$ cat src/rtl/acl_poll_sched.sv
// acl_poll_sched: master-side ACL TX slot scheduler choosing LT_ADDR and
// packet kind (DATA / POLL / NULL-ACK) for each master TX slot pair.
//
// Ports:
//   clk_6M, rst          clock, async active-high reset
//   sched_en             scheduler enable (also gates Tpoll counting)
//   regi_isMaster        device is master; FSM inert when 0
//   link_active[7:0]     per-LT_ADDR link up (bit0 ignored)
//   txdat_ready[7:0]     per-link ACL payload queued
//   dec_flow[7:0]        last received FLOW per link (1 = GO)
//   arq_owed[7:0]        per-link ACK owed (used only with the macro below)
//   tpoll_wr/tpoll_wdata Tpoll register write (slot pairs, 0 = no polling)
//   sco_reserved         slot pair reserved for SCO/eSCO
//   ms_tslot_p           start of master TX slot pair
//   ms_TXslot_endp       end of TX slot
//   ms_RXslot_endp       end of RX slot
//   sched_valid/sched_lt_addr/sched_kind  held grant
//   sched_busy           FSM not IDLE
//   sched_overrun        slot pair started while not IDLE (1-cycle pulse)
//   tpoll_expired[7:0]   per-link Tpoll expired (bit0 always 0)
//
// Optional feature macro: SCHED_ARQ_PRIO_EN
//   defined   -> adds NULL-ACK class (kind 11), priority DATA > NULL-ACK > POLL
//   undefined -> arq_owed ignored, kind 11 never produced

module acl_poll_sched #(
    parameter int CNT_W     = 16,
    parameter int TPOLL_RST = 40
) (
    input  logic             clk_6M,
    input  logic             rst,
    input  logic             sched_en,
    input  logic             regi_isMaster,
    input  logic [7:0]       link_active,
    input  logic [7:0]       txdat_ready,
    input  logic [7:0]       dec_flow,
    input  logic [7:0]       arq_owed,
    input  logic             tpoll_wr,
    input  logic [CNT_W-1:0] tpoll_wdata,
    input  logic             sco_reserved,
    input  logic             ms_tslot_p,
    input  logic             ms_TXslot_endp,
    input  logic             ms_RXslot_endp,
    output logic             sched_valid,
    output logic [2:0]       sched_lt_addr,
    output logic [1:0]       sched_kind,
    output logic             sched_busy,
    output logic             sched_overrun,
    output logic [7:0]       tpoll_expired
);

    typedef enum logic [1:0] {
        IDLE    = 2'd0,
        ARB     = 2'd1,
        GRANT   = 2'd2,
        WAIT_RX = 2'd3
    } state_t;

    localparam logic [1:0] K_NONE = 2'b00;
    localparam logic [1:0] K_DATA = 2'b01;
    localparam logic [1:0] K_POLL = 2'b10;
    localparam logic [1:0] K_NACK = 2'b11;

    // LT_ADDR 0 is broadcast and never scheduled
    localparam logic [7:0]       LINK_MASK = 8'hFE;
    localparam logic [CNT_W-1:0] CNT_MAX   = '1;

    state_t           state, state_nx;
    logic [2:0]       rr_ptr, rr_ptr_nx;
    logic [CNT_W-1:0] tpoll;

    logic             valid_nx;
    logic [2:0]       addr_nx;
    logic [1:0]       kind_nx;
    logic             overrun_nx;
    logic             grant_ld;
    logic             run;

    logic [7:0]       data_req, poll_req, owe_req;
    logic [3:0]       data_pick, poll_pick, owe_pick;
    logic             win_hit;
    logic [2:0]       win_addr;
    logic [1:0]       win_kind;

    assign run        = sched_en & regi_isMaster;
    assign sched_busy = (state != IDLE);

    // Round-robin over 1..7 starting after ptr; returns {hit, addr}.
    // Scanning backwards lets the earliest candidate in search order win.
    function automatic logic [3:0] rr_pick(input logic [7:0] req,
                                           input logic [2:0] ptr);
        logic [3:0] res;
        logic [2:0] idx;
        res = '0;
        for (int k = 6; k >= 0; k--) begin
            idx = 3'(((32'(ptr) + k) % 7) + 1);
            if (req[idx])
                res = {1'b1, idx};
        end
        return res;
    endfunction

    always_ff @(posedge clk_6M or posedge rst) begin
        if (rst)
            tpoll <= CNT_W'(TPOLL_RST);
        else if (tpoll_wr)
            tpoll <= tpoll_wdata;
    end

    // Per-link Tpoll aging counters, in slot pairs
    assign tpoll_expired[0] = 1'b0;

    for (genvar g = 1; g < 8; g++) begin : g_link
        logic [CNT_W-1:0] cnt;

        always_ff @(posedge clk_6M or posedge rst) begin
            if (rst)
                cnt <= '0;
            else if (!link_active[g] || (grant_ld && addr_nx == 3'(g)))
                cnt <= '0;
            else if (ms_tslot_p && sched_en && cnt != CNT_MAX)
                cnt <= cnt + CNT_W'(1);
        end

        assign tpoll_expired[g] = (tpoll != '0) && (cnt >= tpoll);
    end

    // Request classes and winner
    always_comb begin
        data_req = link_active & txdat_ready & dec_flow & LINK_MASK;
        poll_req = link_active & tpoll_expired & LINK_MASK;
`ifdef SCHED_ARQ_PRIO_EN
        owe_req  = link_active & arq_owed & ~data_req & LINK_MASK;
`else
        owe_req  = '0;
`endif
        data_pick = rr_pick(data_req, rr_ptr);
        owe_pick  = rr_pick(owe_req, rr_ptr);
        poll_pick = rr_pick(poll_req, rr_ptr);

        win_hit  = 1'b0;
        win_addr = '0;
        win_kind = K_NONE;
        if (data_pick[3]) begin
            win_hit  = 1'b1;
            win_addr = data_pick[2:0];
            win_kind = K_DATA;
        end else if (owe_pick[3]) begin
            win_hit  = 1'b1;
            win_addr = owe_pick[2:0];
            win_kind = K_NACK;
        end else if (poll_pick[3]) begin
            win_hit  = 1'b1;
            win_addr = poll_pick[2:0];
            win_kind = K_POLL;
        end
    end

`ifndef SCHED_ARQ_PRIO_EN
    logic unused_arq;
    assign unused_arq = ^arq_owed;
`endif

    // Next-state and registered-output logic
    always_comb begin
        state_nx   = state;
        rr_ptr_nx  = rr_ptr;
        valid_nx   = sched_valid;
        addr_nx    = sched_lt_addr;
        kind_nx    = sched_kind;
        grant_ld   = 1'b0;
        overrun_nx = ms_tslot_p && (state != IDLE);

        if (!run && state != IDLE) begin
            state_nx = IDLE;
            valid_nx = 1'b0;
            kind_nx  = K_NONE;
        end else begin
            case (state)
                IDLE: begin
                    if (ms_tslot_p && run && !sco_reserved)
                        state_nx = ARB;
                end
                ARB: begin
                    state_nx = IDLE;
                    if (win_hit) begin
                        state_nx  = GRANT;
                        valid_nx  = 1'b1;
                        addr_nx   = win_addr;
                        kind_nx   = win_kind;
                        rr_ptr_nx = win_addr;
                        grant_ld  = 1'b1;
                    end
                end
                GRANT: begin
                    if (ms_TXslot_endp) begin
                        valid_nx = 1'b0;
                        kind_nx  = K_NONE;
                        state_nx = ms_RXslot_endp ? IDLE : WAIT_RX;
                    end
                end
                WAIT_RX: begin
                    if (ms_RXslot_endp)
                        state_nx = IDLE;
                end
                default: state_nx = IDLE;
            endcase
        end
    end

    always_ff @(posedge clk_6M or posedge rst) begin
        if (rst) begin
            state         <= IDLE;
            rr_ptr        <= '0;
            sched_valid   <= 1'b0;
            sched_lt_addr <= '0;
            sched_kind    <= K_NONE;
            sched_overrun <= 1'b0;
        end else begin
            state         <= state_nx;
            rr_ptr        <= rr_ptr_nx;
            sched_valid   <= valid_nx;
            sched_lt_addr <= addr_nx;
            sched_kind    <= kind_nx;
            sched_overrun <= overrun_nx;
        end
    end

endmodule

$ cat config.mk
export PLATFORM = sky130hd
export DESIGN_NAME = acl_poll_sched
export DESIGN_NICKNAME = d
export VERILOG_FILES = /design/src/rtl/acl_poll_sched.sv
export SDC_FILE = /design/constraint.sdc
export NUM_CORES = 1
export LEC_CHECK = 0
export ABC_AREA = 0
export BUFFER_PORTS_ARGS = -buffer_cell sky130_fd_sc_hd__buf_2
export CAP_MARGIN = 20
export CORE_MARGIN = 2
export CORE_UTILIZATION = 46
export DETAILED_ROUTE_END_ITERATION = 10
export PLACE_DENSITY = 0.65
export SKIP_LAST_GASP = 1
export SYNTH_ARGS = -nofsm -noshare
export SYNTH_HDL_FRONTEND = slang
export SYNTH_SLANG_ARGS = --single-unit
$ cat constraint.sdc
create_clock -name clk_6M -period 6.1 [get_ports clk_6M]
set_clock_uncertainty 0.2 [all_clocks]
set_input_delay 1.22 -clock clk_6M [delete_from_list [all_inputs] [get_ports clk_6M]]
set_output_delay 1.22 -clock clk_6M [all_outputs]
set_load 0.1 [all_outputs]
# Word level (Yosys, flattened, before mapping)
# Memory sizes are Yosys's and may differ from the RTL's.
# Index checks and enable logic that the tools add are counted.
# classes
add_sub_neg	20
n_div	7
magnitude_cmp	14
eq_ne	21
n_mux	100
bitwise_logic	5
n_reduce_logical	56
# ops
cell	count
$mux W16	14
$mod A32 B3 Y32 const B	6
$add A16 B1 Y16 const B	7
$ge A16 B16 Y1	7
$ne A16 B16 Y1 const B	7
$mux W4	21
$bmux W1 S3	14
$mod A3 B3 Y32 const B	1
$mux W1	30
$lt A3 B4 Y1 const B	7
$logic_and A1 B1 Y1	26
$and A8 B8 Y8	3
$mux W2	12
$add A3 B1 Y3 const B	7
$mux W3	6
$reduce_bool A16 Y1	1
$reduce_bool A2 Y1	8
$add A3 B3 Y4 const B	3
$eq A3 B3 Y1 const B	4
$ne A3 B3 Y1 const B	4
$logic_not A1 Y1	9
$reduce_and A3 Y1	3
$add A3 B2 Y4 const B	2
$pmux W2 S4	1
other kinds (12)	20
# word_totals
ff_bits	140
romBits	56
inputBits	57
out_inout_bits	16
word_cells	244
n_memories	7
# mem_list
memory	depth	word_bits	read_ports	rd_clocked_by_memory_dff	write_ports	line	rtl
(name not given)	8	1	1	0	0	97	if (req[idx])
(name not given)	8	1	1	0	0	97	
(name not given)	8	1	1	0	0	97	
(name not given)	8	1	1	0	0	97	
(name not given)	8	1	1	0	0	97	
(name not given)	8	1	1	0	0	97	
+1 memories	--	--	--	--	--	--	

# Longest topological paths before layout
# depth
word_depth	22
ltp_mapped	26
mapped_depth_nobuf	22

# Worst setup path after synthesis
# No wires, ideal clock.
# synth_timing
path_type	reg2reg
startpoint	reg rr_ptr[1]
endpoint	reg g_link[6].cnt[0]
setup_ns	0.116
arrival_ns	6.019
required_time_ns	5.784
slack_ns	-0.235
path_stages_with_launch	23
path_buffers	5
period_less_slack_ns	6.335
cell_sequence	dfrtp_1 inv_1 ha_1 buf_2 inv_2 ha_1 ha_1 or3b_1 a211o_1 a221oi_2 buf_4 ha_1 clkbuf_1 mux4_2 nand2_1 o21ai_0 or4_4 o31ai_4 a311o_2 buf_6 nor4b_4 buf_6 nor2_1
# synth_via
elab_chain_cells	22
word_cells_on_any_way	100
cone_classes	add/sub (13); div (7); eq/ne (1); mux (69); reduce/logical (3); memory (7)
# synth_lines
item	line	rtl
from (decl)	69	logic [2:0] rr_ptr, rr_ptr_nx;
from (signal assigned)	221	rr_ptr <= rr_ptr_nx;
$add A3 B3 Y4	96	idx = 3'(((32'(ptr) + k) % 7) + 1);
$mod A32 B3 Y32	96	
$add A3 B1 Y3	96	
$bmux W1 S3	97	
$mux W1 (implied by the code)	97	
$mux W4 (7 in a row)	97	
$mux W3 / $mux W1 (equally long branches)	152	end else if (poll_pick[3]) begin
$mux W3 / $mux W1 (equally long branches)	148	end else if (owe_pick[3]) begin
$mux W3 / $mux W1 (equally long branches)	144	if (data_pick[3]) begin
$mux W3	186	if (win_hit) begin
$mux W3	179	case (state)
$mux W3	174	if (!run && state != IDLE) begin
$eq A3 B3 Y1	119	else if (!link_active[g] || (grant_ld && addr_nx == 3'(g)))
$logic_and A1 B1 Y1 *	119	
$logic_or A1 B1 Y1 *	119	
$mux W16 / $reduce_bool A2 Y1 (equally long branches)	--	
to (signal assigned)	122	cnt <= cnt + CNT_W'(1);
to (decl)	114	logic [CNT_W-1:0] cnt;
# Mark *: on every way between the ends. The rest lies on a longest branch, timed or not. The select of a mux whose other input is x is not followed.
# A chain may end at the register's enable or synchronous reset.

# Worst setup path in the final report
# layout_timing
startpoint	reg rr_ptr[0]
endpoint	reg g_link[4].cnt[6]
# layout_via
elab_chain_cells	22
word_cells_on_any_way	100
cone_classes	add/sub (13); div (7); eq/ne (1); mux (69); reduce/logical (3); memory (7)
# layout_lines
item	line
$add A3 B3 Y4	96
$mod A32 B3 Y32	96
$add A3 B1 Y3	96
$bmux W1 S3	97
$mux W1 (implied by the code)	97
$mux W4 (7 in a row)	97
$mux W3 / $mux W1 (equally long branches)	152
$mux W3 / $mux W1 (equally long branches)	148
$mux W3 / $mux W1 (equally long branches)	144
$mux W3	186
$mux W3	179
$mux W3	174
$eq A3 B3 Y1	119
$logic_and A1 B1 Y1 *	119
$logic_or A1 B1 Y1 *	119
$mux W16 / $reduce_bool A2 Y1 (equally long branches)	--
to (signal assigned)	122
to (decl)	114
# Marks and branches as above.

==> results.py <==
metrics = {
    "finish": {
        "layout-drive-gt1-share_pct": 13.8,
        "ff_latch_area_um2": 3510,
        "design_area_um2": 14000,
        "fill_cells": 2518,
        "nNetsFinal": 1738,
        "diodes": 0,
        "final_common_cell": "nand2_1",
        "fin_cells": 1888,
        "syn_to_final_growth_pct": 13.2,
        "multi_input_area_um2": 8500,
        "final_cell_mix": "nand2_1 (156), nor2_1 (142), ha_1 (141), dfrtp_1 (136), nand3_1 (79)",
    },
    "placement": {
        "port_buffers": 60,
        "gp_congestion": 0.946,
        "hpwl_um": 26400,
        "placed_cells": 1844,
        "dpl_cell_area_um2": 13200,
    },
    "clock_tree": {
        "cts_tree": "built",
        "path_clk_slew_ns": 0.07,
        "cts_root_buffer": "clkbuf_16",
        "cts_inserted_buffers": 17,
        "cts_sinks": 140,
        "htree_levels": 4,
        "cts.path.max_buffers": 2,
        "clock_latency_ns": 0.43,
    },
    "power_and_ir_drop": {
        "powerDensity_nw_per_um2": 531,
        "power_mw": 7.46,
        "ir_drop_mv": 0.437,
        "leakagePower_nw": 6.65,
    },
    "floorplanning": {
        "die_area_um2": 28300,
        "die_x_um": 168,
        "design.core.area_um2": 26700,
        "initial_core_util_pct": 46.4,
        "std_cell_rows": 60,
        "die_h_um": 168,
        "ios": 73,
    },
    "sta": {
        "hold_viol": 0,
        "setup_viol": 0,
        "tightestPinTransition_ns": 0.759,
        "rsz0062_at_grt": "no",
        "min_period_over_period_pct": 96.7,
        "slew_headroom_pct": 49.1,
        "post-route-min-period_ns": 5.90,
        "timing.fmax_ghz": 0.170,
        "maxSlewViolCount": 0,
    },
    "detailed_routing": {
        "wl_per_cell_um": 19.4,
        "drtIter0Drc": 1058,
        "drc": 0,
        "postRouteWirelength_um": 36600,
        "ant_nets": 0,
        "vias": 11344,
        "dr.pass1.iters": 5,
        "avgViaCountPerCell": 6.01,
    },
    "synth": {
        "ys_ff_latch": 140,
        "netlist-cell-type-count": 95,
        "synth_edf_count": 0,
        "synth_ff_type": "dfrtp_1",
        "yosysTopAreaCellShare_pct": 27.9,
        "postSynthCellCount": 1450,
        "syn_avg_cell_area_um2": 8.55,
        "async_flop_share_pct": 100,
        "syn-num-nets": 1654,
        "synth_area_um2": 12400,
        "synth_top_area_cell": "dfrtp_1",
        "ys_seq_area_share_pct": 28.3,
        "yosysWarnings": 0,
        "synth_top_cells_by_area": "dfrtp_1 (28%), ha_1 (15%), xnor2_1 (5.4%)",
    },
    "flow_run": {
        "cap_violations": 0,
    },
    "worst_setup_path": {
        "cp-end-kind": "flop",
        "crit_arrival_ns": 6.01,
        "cp_max_fo": 16,
        "crit_required_ns": 6.21,
        "crit_type": "flop to flop",
        "start_kind": "flop",
    },
    "global_route": {
        "grt_max_degree": 73,
        "overflow": 0,
        "grt_usage_pct": 26.3,
        "grt_pass1_vias": 10945,
        "antenna_found_initial": 2,
        "grt_pass1_wl_um": 58600,
    },
    "status": {
        "status": "completed",
    },
    "hold_path": {
        "hold_path.class": "flop to flop",
    },
}
==> path summary, 6_finish.rpt <==
path,cells after the start,startpoint,slack (ns),endpoint
hold / removal,1,sched_valid$_DFFE_PP0P_,0.27,sched_valid$_DFFE_PP0P_
min in group asynchronous,2,rst,0.70,g_link[1].cnt[2]$_DFFE_PP0P_
setup / recovery,19,rr_ptr[0]$_DFFE_PP0P_,0.20,g_link[4].cnt[6]$_DFFE_PP0P_
hold reg to reg,1,sched_valid$_DFFE_PP0P_,0.27,sched_valid$_DFFE_PP0P_
max in group asynchronous,3,rst,4.00,rr_ptr[0]$_DFFE_PP0P_
setup reg to reg,19,rr_ptr[0]$_DFFE_PP0P_,0.20,g_link[4].cnt[6]$_DFFE_PP0P_
==> per-stage QoR <==
stage          utilization, %  setup slack, ns  hold slack [ns]  setup TNS (ns)
6_report                 52.5            0.202            0.273               0
5_1_grt                  52.5           0.0117            0.314               0
4_1_cts                  51.8          0.00103            0.280               0
3_5_place_dp             49.4          -0.0767            0.265          -0.259
3_3_place_gp             49.4           0.0724            0.257               0
2_1_floorplan               -           0.0102            0.323               0
==> critical path, stage by stage, from the launching register on <==
cell and delay (ns):
dfrtp_2 0.46, ha_2 0.26, inv_1 0.07, ha_1 0.33, inv_1 0.06, ha_1 0.19
ha_1 0.27, and4bb_1 0.22, mux2_2 0.26, a31oi_1 0.23, ha_1 0.39, mux4_2 0.59
mux2i_1 0.26, nand3_2 0.17, or4_4 0.63, o31ai_4 0.28, a311o_2 0.30, nor4_4 0.05
buf_4 0.22, nor4bb_1 0.33
==> state kept, by name (all words and copies together) (netlist names) <==
| register | cells |
|---|---|
| sched_overrun | 1 |
| state | 2 |
| sched_valid | 1 |
| sched_lt_addr | 3 |
| g_link.cnt | 112 |
| sched_kind | 2 |
| rr_ptr | 3 |
| tpoll | 16 |
==> layer usage <==
| layer | share of wire (%) | track usage, % | up-vias |
|---|---|---|---|
| li1 | - | - | 5452 |
| met1 | 44 | 34.8 | 5425 |
| met2 | 45 | 42.5 | 384 |
| met3 | 6.9 | 5.31 | 83 |
| met4 | 3.4 | 9.97 | 0 |
| met5 | 0 | 0 | - |
==> timing repair <==
item	CTS	global route
cloned	0	0
endpoints found under the setup margin	50	114
hold buffers	0	0
setup buffers	0	12
resized for setup	4	25
endpoints found under the hold margin	0	0
pin swaps	1	3
==> cells by family after synthesis <==
| family | Yosys count | share of synthesized area, % |
|---|---|---|
| other cells | 1 | 0.0302 |
| flops | 140 | 28.3 |
| compound gates | 278 | 15.6 |
| buf+inv | 118 | 4.06 |
| mux | 34 | 3.52 |
| xor+xnor | 114 | 8.26 |
| simple gates | 618 | 25.4 |
| fa+ha+maj | 147 | 14.8 |
==> synthesized netlist by cell type (15+ instances only) <==
library cell,instances
xnor2_1,77
nor2_1,142
mux2i_1,20
and2_1,16
xor2_1,35
clkbuf_1,30
nand2_1,156
ha_1,147
a31oi_1,15
nand4_1,45
nand3_1,80
and3_1,63
dfrtp_1,138
a21oi_1,62
nor3_1,31
o21ai_0,55
inv_1,66
==> cell type report <==
class | instances | area share (%)
inverters | 70 | 1.94
clock buffers | 19 | 3.15
multi-input cells | 1192 | 60.6
repair buffers | 113 | 5.03
well taps | 341 | 3.04
flip-flops and latches | 140 | 25.0
clock inverters | 13 | 1.28
==> report_power, final <==
part / switching (mW) / internal [mW]
Sequential: 0.0420 / 0.975
Clock: 0.461 / 0.667
Combinational: 3.31 / 2.01
Note: power is estimated with default switching activity, not from simulation.
